**config.mk**
```make
export PLATFORM = sky130hd
export DESIGN_NAME = uop_expander
export DESIGN_NICKNAME = d
export VERILOG_FILES = /design/src/rtl/uop_expander.sv
export SDC_FILE = /design/constraint.sdc
export NUM_CORES = 2
export LEC_CHECK = 0
export BUFFER_PORTS_ARGS = -buffer_cell sky130_fd_sc_hd__buf_2
export CORE_MARGIN = 8
export CORE_UTILIZATION = 35
export DETAILED_ROUTE_END_ITERATION = 10
export GPL_ROUTABILITY_DRIVEN = 0
export HOLD_SLACK_MARGIN = 0.12
export SYNTH_ARGS = -nofsm -noshare
export SYNTH_HDL_FRONTEND = slang
export SYNTH_SLANG_ARGS = --single-unit
```
**constraint.sdc**
```tcl
create_clock -name clk -period 5.95 [get_ports clk]
set_clock_uncertainty 0.2 [all_clocks]
set_input_delay 1.19 -clock clk [delete_from_list [all_inputs] [get_ports clk]]
set_output_delay 1.19 -clock clk [all_outputs]
set_load 0.01 [all_outputs]
```
**src/rtl/uop_expander.sv**
```systemverilog
// Micro-op expansion queue: splits two-uop instructions into first/second uops,
// buffers them in a circular queue and presents pair-aligned output groups.
module uop_expander #(
    parameter int IN_WIDTH  = 2,
    parameter int OUT_WIDTH = 2,
    parameter int DEPTH     = 8
) (
    input  logic                      clk,
    input  logic                      resetn,
    input  logic                      flush,
    input  logic [IN_WIDTH-1:0]       in_valid,
    input  logic [IN_WIDTH*32-1:0]    in_pc,
    input  logic [IN_WIDTH*32-1:0]    in_inst,
    input  logic [IN_WIDTH-1:0]       in_ex,
    output logic                      in_ready,
    output logic [OUT_WIDTH-1:0]      out_valid,
    output logic [OUT_WIDTH*32-1:0]   out_pc,
    output logic [OUT_WIDTH*32-1:0]   out_inst,
    output logic [OUT_WIDTH-1:0]      out_ex,
    output logic [OUT_WIDTH-1:0]      out_is_inst2,
    input  logic                      out_ready,
    output logic [$clog2(DEPTH):0]    occupancy
);

    localparam int PW    = $clog2(DEPTH);
    localparam int SLOTS = 2 * IN_WIDTH;

    function automatic logic is_two_uop(input logic [5:0] op, input logic [5:0] fn);
        return ((op == 6'h00) && (fn >= 6'h18) && (fn <= 6'h1B)) ||
               ((op == 6'h1C) && ((fn == 6'h00) || (fn == 6'h01) || (fn == 6'h02) ||
                                  (fn == 6'h04) || (fn == 6'h05)));
    endfunction

    logic [31:0]   r_pc   [DEPTH];
    logic [31:0]   r_inst [DEPTH];
    logic [DEPTH-1:0] r_ex;
    logic [DEPTH-1:0] r_is2;
    logic [PW-1:0] r_head;
    logic [PW-1:0] r_tail;
    logic [PW:0]   r_occ;

    logic [31:0]      w_s_pc   [SLOTS];
    logic [31:0]      w_s_inst [SLOTS];
    logic [SLOTS-1:0] w_s_ex;
    logic [SLOTS-1:0] w_s_is2;
    int unsigned      w_push_total;
    logic [PW:0]      w_push_cnt;
    logic [PW:0]      w_pop_cnt;
    logic [PW:0]      w_free;
    logic             w_push;
    logic             w_pop;

    assign w_free    = (PW+1)'(DEPTH) - r_occ;
    assign in_ready  = (w_free >= (PW+1)'(SLOTS));
    assign occupancy = r_occ;
    assign w_push    = in_ready && (|in_valid);
    assign w_pop     = out_ready && (|out_valid);

    // Compaction: each valid lane claims one or two slots starting at the running
    // prefix sum of earlier lanes, so slot selection needs no variable indexing.
    always_comb begin
        int unsigned base;
        logic        two;
        base = 0;
        two  = 1'b0;
        w_s_ex  = '0;
        w_s_is2 = '0;
        for (int unsigned s = 0; s < SLOTS; s++) begin
            w_s_pc[s]   = '0;
            w_s_inst[s] = '0;
        end
        for (int unsigned l = 0; l < IN_WIDTH; l++) begin
            two = !in_ex[l] && is_two_uop(in_inst[l*32+26 +: 6], in_inst[l*32 +: 6]);
            for (int unsigned s = 0; s < SLOTS; s++) begin
                if (in_valid[l] && (s == base || (two && s == base + 1))) begin
                    w_s_pc[s]   = in_pc[l*32 +: 32];
                    w_s_inst[s] = in_inst[l*32 +: 32];
                    w_s_ex[s]   = in_ex[l];
                    w_s_is2[s]  = (s != base);
                end
            end
            if (in_valid[l]) begin
                base = base + (two ? 2 : 1);
            end
        end
        w_push_total = base;
        w_push_cnt   = (PW+1)'(base);
    end

    // A first uop may not occupy the last lane; the group ends before it.
    always_comb begin
        logic [PW-1:0] idx;
        logic          stop;
        logic          first;
        int unsigned   cnt;
        idx          = '0;
        stop         = 1'b0;
        first        = 1'b0;
        cnt          = 0;
        out_valid    = '0;
        out_pc       = '0;
        out_inst     = '0;
        out_ex       = '0;
        out_is_inst2 = '0;
        for (int unsigned l = 0; l < OUT_WIDTH; l++) begin
            idx   = r_head + PW'(l);
            first = !r_is2[idx] && !r_ex[idx] && is_two_uop(r_inst[idx][31:26], r_inst[idx][5:0]);
            if (stop || ((PW+1)'(l) >= r_occ) || (l == unsigned'(OUT_WIDTH - 1) && first)) begin
                stop = 1'b1;
            end else begin
                out_valid[l]          = 1'b1;
                out_pc[l*32 +: 32]    = r_pc[idx];
                out_inst[l*32 +: 32]  = r_inst[idx];
                out_ex[l]             = r_ex[idx];
                out_is_inst2[l]       = r_is2[idx];
                cnt                   = cnt + 1;
            end
        end
        w_pop_cnt = (PW+1)'(cnt);
    end

    always_ff @(posedge clk or negedge resetn) begin
        if (!resetn) begin
            r_head <= '0;
            r_tail <= '0;
            r_occ  <= '0;
        end else if (flush) begin
            r_head <= '0;
            r_tail <= '0;
            r_occ  <= '0;
        end else begin
            if (w_push) begin
                r_tail <= r_tail + w_push_cnt[PW-1:0];
            end
            if (w_pop) begin
                r_head <= r_head + w_pop_cnt[PW-1:0];
            end
            r_occ <= r_occ + (w_push ? w_push_cnt : '0) - (w_pop ? w_pop_cnt : '0);
        end
    end

    always_ff @(posedge clk) begin
        for (int unsigned s = 0; s < SLOTS; s++) begin
            if (resetn && w_push && !flush && s < w_push_total) begin
                r_pc[r_tail + PW'(s)]   <= w_s_pc[s];
                r_inst[r_tail + PW'(s)] <= w_s_inst[s];
                r_ex[r_tail + PW'(s)]   <= w_s_ex[s];
                r_is2[r_tail + PW'(s)]  <= w_s_is2[s];
            end
        end
    end

endmodule
```
== Word level (Yosys, flattened, before mapping) ==
Memory sizes are Yosys's and may differ from the RTL's.
Cells that the tools add are included.
W data, S select, Z words.
Storage, ports and cells
  bits in latches: 0
  bits in read-only memories: 0
  memories kept: 2
  bits in writable memories: 512
  bits of input ports: 136
  bits in registers: 26
  logic and storage cells: 226
Memory list
  r_inst: words 8, bits a word 32, read ports 2, clocked after memory_dff 0, wr ports 4, RTL line 35  | logic [31:0] r_inst [DEPTH];
  r_pc: words 8, bits a word 32, read ports 2, clocked after memory_dff 0, wr ports 4, RTL line 34  | logic [31:0] r_pc [DEPTH];
Cells by class
  eq/ne operators: 24
  multiply operators: 0
  magnitude comparators: 23
  divide/modulo/power cells: 0
  reduce and logical (&&, ||, !) cells: 73
  add/subtract/negate cells: 12
  bitwise gates (word level): 0
  muxes and demuxes: 87
  shift-type cells: 0
Operator list (number)
  $mux W32: 17
  $eq A2 B32 Y1 const A: 4
  $bwmux W8: 8
  $eq A1 B32 Y1 const A: 2
  $logic_not A32 Y1: 2
  $lt A1 B32 Y1 const A: 2
  $lt A2 B32 Y1 const A: 2
  $mux W8: 8
  $ne A2 B32 Y1 const A: 2
  $eq A6 B3 Y1 const B: 6
  $logic_not A6 Y1: 6
  $mux W1: 35
  $logic_and A1 B1 Y1: 34
  $add A32 B1 Y32 const B: 1
  $add A32 B2 Y32: 1
  $ne A1 B32 Y1 const A: 1
  $reduce_bool A32 Y1: 1
  $lt A3 B4 Y1 const B: 6
  $logic_or A1 B1 Y1: 21
  $eq A6 B1 Y1 const B: 3
  $eq A6 B2 Y1 const B: 3
  $eq A6 B5 Y1 const B: 3
  $ge A6 B5 Y1 const B: 3
  $le A6 B5 Y1 const B: 3
  other kinds (18): 45

== Depth between registers and ports, before layout ==
  word-level depth: 24
  depth in mapped cells: 21

== Least setup slack after synthesis ==
OpenSTA, ideal clock, no wires.
  path kind: input-to-reg
  start point: in in_valid[0]
  end point: mem r_inst[4][0] (enable)
  data arrival time: 5662 ps
  data required time: 4897 ps
  setup slack: -765 ps
  stages: 15
  cell sequence: clkbuf_1 clkbuf_1 clkbuf_1 buf_1 nand4_1 a21oi_1 inv_1 fa_1 nand3_1 nand2b_1 nor2_1 o211ai_1 clkbuf_1 clkbuf_1 nand3_1
RTL lines
  from (decl): RTL line 11  | input logic [IN_WIDTH-1:0] in_valid,
  to (decl): RTL line 35

== Worst setup path in the final report ==
  start point: reg r_head[0]
  end point: out out_pc[49]
On the way
  cells in the longest elaborated chain, start to end: 12
RTL lines
  from (decl): RTL line 38  | logic [PW-1:0] r_head;
  from (signal assigned): RTL line 136  | r_head <= r_head + w_pop_cnt[PW-1:0];
  $add A3 B1 Y3 (*): RTL line 106  | idx = r_head + PW'(l);
  branches (longest 10 deep; another with $mem_v2 Z8 W32)
  $mux W32 (*): RTL line 108  | if (stop || ((PW+1)'(l) >= r_occ) || (l == unsigned'(OUT_WIDTH - 1) && first)) begin
  to (decl): RTL line 17  | output logic [OUT_WIDTH*32-1:0] out_pc,
Every way passes the cells marked *. The select of a mux whose other input is x is not followed.

==> flow_metrics.py <==
metrics = {
    "timing": {
        "fmax_ghz": 0.1688,
        "hold_viol": 0,
        "fin_setup_tns_ns": 0,
        "report.final.slew_viol_count": 0,
        "finalSetupViolations": 0,
        "tightest_slew_ns": 1.121,
        "maxSlewHeadroom": 0.2528,
        "fin_crit_sh": 0.9954,
        "rsz0062_at_grt": "true",
        "period_needed_ns": 5.923,
    },
    "clock_network": {
        "clock-root-buffer": "clkbuf_16",
        "clkLatencyLatePin_ns": 0.67,
        "tritoncts.num_buffers": 59,
        "cts.sinks": 538,
        "clk_pin_slew_ns": 0.06,
        "cts_buffer_depth": 3,
        "cts_tree": "yes",
        "cts_hold_buf": 0,
        "htree_levels": 2,
    },
    "yosys": {
        "syn_area_um2": 39510,
        "synth.distinct_cells": 77,
        "synth_edf_count": 512,
        "yosysTopAreaCellShare": 0.3891,
        "synthAdderAreaFrac": 0.006650,
        "yosysSeqAreaShare": 0.4036,
        "mappedNetlistNets": 3755,
        "yosys-top-cells-area": "edfxtp_1 39%, mux4_2 15%, a32o_1 8.7%",
        "avgSynthCellArea_um2": 10.97,
        "yosys.area_share.simple": 0.1203,
        "ys_warn_count": 0,
        "synth_top_family_by_area": "compound AO/OA/AOI/OAI gates",
        "async_flop_share": 0.01859,
        "synth-xor-area-share": 0.002217,
        "ys.flop_type": "edfxtp_1",
        "synth_compound_area_frac": 0.2098,
        "synth_area_leader_cell": "edfxtp_1",
        "synthMuxAreaShare": 0.2018,
        "netlist_instances": 3601,
        "synth_seq_cells": 538,
    },
    "die": {
        "die_w_um": 352.0,
        "rows": 123,
        "boundaryPins": 275,
        "die_area_um2": 123900,
        "coreArea_um2": 112200,
        "start_util": 0.3522,
        "die_h_um": 352.0,
    },
    "route": {
        "vias_per_cell": 7.120,
        "drc": 0,
        "postRouteAntennaNets": 0,
        "drt_first_pass_iters": 8,
        "drtIter0Drc": 6699,
        "routed_wl_mm": 185.9,
        "vias": 37409,
        "wire_per_inst_um": 35.39,
    },
    "setup_path": {
        "r2r-start": "r_head[0]",
        "critPathArrivalTime_ns": 4.53,
        "cp-end-kind": "output pin",
        "start_kind": "register",
        "cp.required_ns": 4.56,
        "ff2ff_setup_slack_ns": 0.78,
        "rr_worst_depth": 15,
        "r2r-end": "occupancy[3]",
        "endpoint": "out_pc[49]",
        "crit_fanout": 90,
        "crit_start": "r_head[0]",
        "timing.setup.critical_path_class": "reg2out",
    },
    "global_routing": {
        "grt_max_degree": 91,
        "grt_pass1_vias": 35972,
        "grt_pass1_wl_mm": 261.1,
        "antenna_found_initial": 32,
        "grt.total_usage": 0.2816,
        "grt_overflow_total": 0,
    },
    "final_layout": {
        "nets": 3846,
        "fillCellCount": 10589,
        "stdcell_count": 5254,
        "area_growth_pct": 15.29,
        "drive_gt1_frac": 0.2503,
    },
    "power": {
        "power_per_cell_area_nw_per_um2": 378.8,
        "ir_drop_v": 0.0003823,
        "p_leak_nw": 16.20,
        "power_w": 0.01726,
    },
    "status": {
        "status": "completed",
    },
    "placement": {
        "port_buffers": 274,
        "dp_hpwl_mm": 111.7,
        "place_inst": 5124,
    },
    "hold_path": {
        "hp-class": "in2async",
    },
    "job": {
        "cap_violations": 0,
    },
}
[cells in the final DEF (no fill, tap or decap), drive strengths merged, types with 18 or more instances in the layout]
master	n
clkbuf	80
a22oi	53
a221oi	55
nor2	135
nand3	27
mux2i	197
nor3	64
o2111ai	30
a211oi	19
a32o	342
a22o	114
o2bb2ai	30
o211ai	18
inv	81
and3	62
a2111oi	64
a21oi	85
o221ai	27
nand2	800
clkinv	20
edfxtp	512
mux4	263
diode	18
buf	469
[cells in the mapped netlist, types with 12 or more instances]
master / n
nor2_1: 135
a21oi_1: 84
o22ai_1: 17
nor3_1: 63
a32o_1: 342
clkbuf_1: 249
o31ai_1: 12
o221ai_1: 27
o2111ai_1: 30
ha_1: 13
a2111oi_0: 60
and3_1: 62
o211ai_1: 14
mux2i_1: 197
mux4_2: 263
nand3_1: 27
a22oi_1: 53
buf_4: 13
inv_1: 78
a221oi_2: 55
buf_1: 34
nand2_1: 800
dfxtp_1: 16
o2bb2ai_1: 30
a22o_1: 114
buf_2: 140
edfxtp_1: 512
[worst max-delay path: stages, from the launching register on]
cell      delay [ns]
dfrtp_4         0.67
buf_12          0.43
mux4_2          0.61
mux2i_1         0.46
nand4b_1        0.18
nor2_1          0.16
o21a_4          0.23
buf_4           0.43
nor3_1          0.22
buf_2           0.20
[kinds of logic after synthesis]
kind of cell,Yosys count
xor+xnor,10
simple gates,1144
compound gates,905
fa+ha+maj,18
mux,467
flops,538
buf+inv,519
[flip-flops by register name, indices dropped and copies added (netlist names)]
register,count
r_tail,3
r_pc,256
r_head,3
r_is2,8
r_ex,8
occupancy,4
r_inst,256
[per-layer routing]
layer | track usage | vias to the layer above | routed length (µm)
li1 | - | 14590 | -
met1 | 0.3634 | 18489 | 66600
met2 | 0.4071 | 3517 | 78520
met3 | 0.1058 | 783 | 29260
met4 | 0.1510 | 30 | 11310
met5 | 0.002743 | - | 230
[final cells by class]
| cell class | instances | area [µm²] | area share |
|---|---|---|---|
| antenna | 18 | 45.04 | 0.0009889 |
| timing repair buffer | 469 | 3835 | 0.08419 |
| tap | 1500 | 1877 | 0.04120 |
| inverter | 80 | 300.3 | 0.006593 |
| sequential | 538 | 15960 | 0.3503 |
| clock inverter | 25 | 178.9 | 0.003928 |
| multi-input combinational | 2544 | 21730 | 0.4770 |
| clock buffer | 80 | 1629 | 0.03576 |
[how the worst min path moves through the flow]
stage                        start        end  slack (ns)  cells past startpoint
final                       resetn  r_head[0]        0.19                      1
after global routing        resetn  r_head[0]        0.21                      1
after CTS                   resetn  r_head[0]        0.17                      1
after detailed placement  r_is2[3]   r_is2[3]        0.35                      2
after global placement     r_ex[6]    r_ex[6]        0.33                      2
after floorplan            r_ex[6]    r_ex[6]        0.31                      2
[power breakdown]
group / total (W) / internal, W / switching [W]
registers: 0.00469 / 0.00449 / 0.000206
clock network: 0.00365 / 0.00196 / 0.00169
logic: 0.00891 / 0.00381 / 0.00510
total: 0.0173 / 0.0103 / 0.00700
[metrics by stage]
stage               instance area [µm²]  setup slack [ns]    util  hold slack (ns)
detailed placement                43590            0.3993  0.3885           0.3485
CTS                               45420           0.01994  0.4048           0.1652
finish                            45550           0.02736  0.4060           0.1916
floorplan                         39550           0.03922       -           0.3069
global route                      45520         -0.004542  0.4057           0.2074
global placement                  43590            0.4030  0.3885           0.3287
[timing repair]
item,in CTS,in global routing
gates resized for setup,1,2
gates cloned,0,0
endpoints found under the setup margin,57,56
pin swaps,1,1
setup buffers,1,6
No activity file was read; power rests on OpenSTA's default activity.
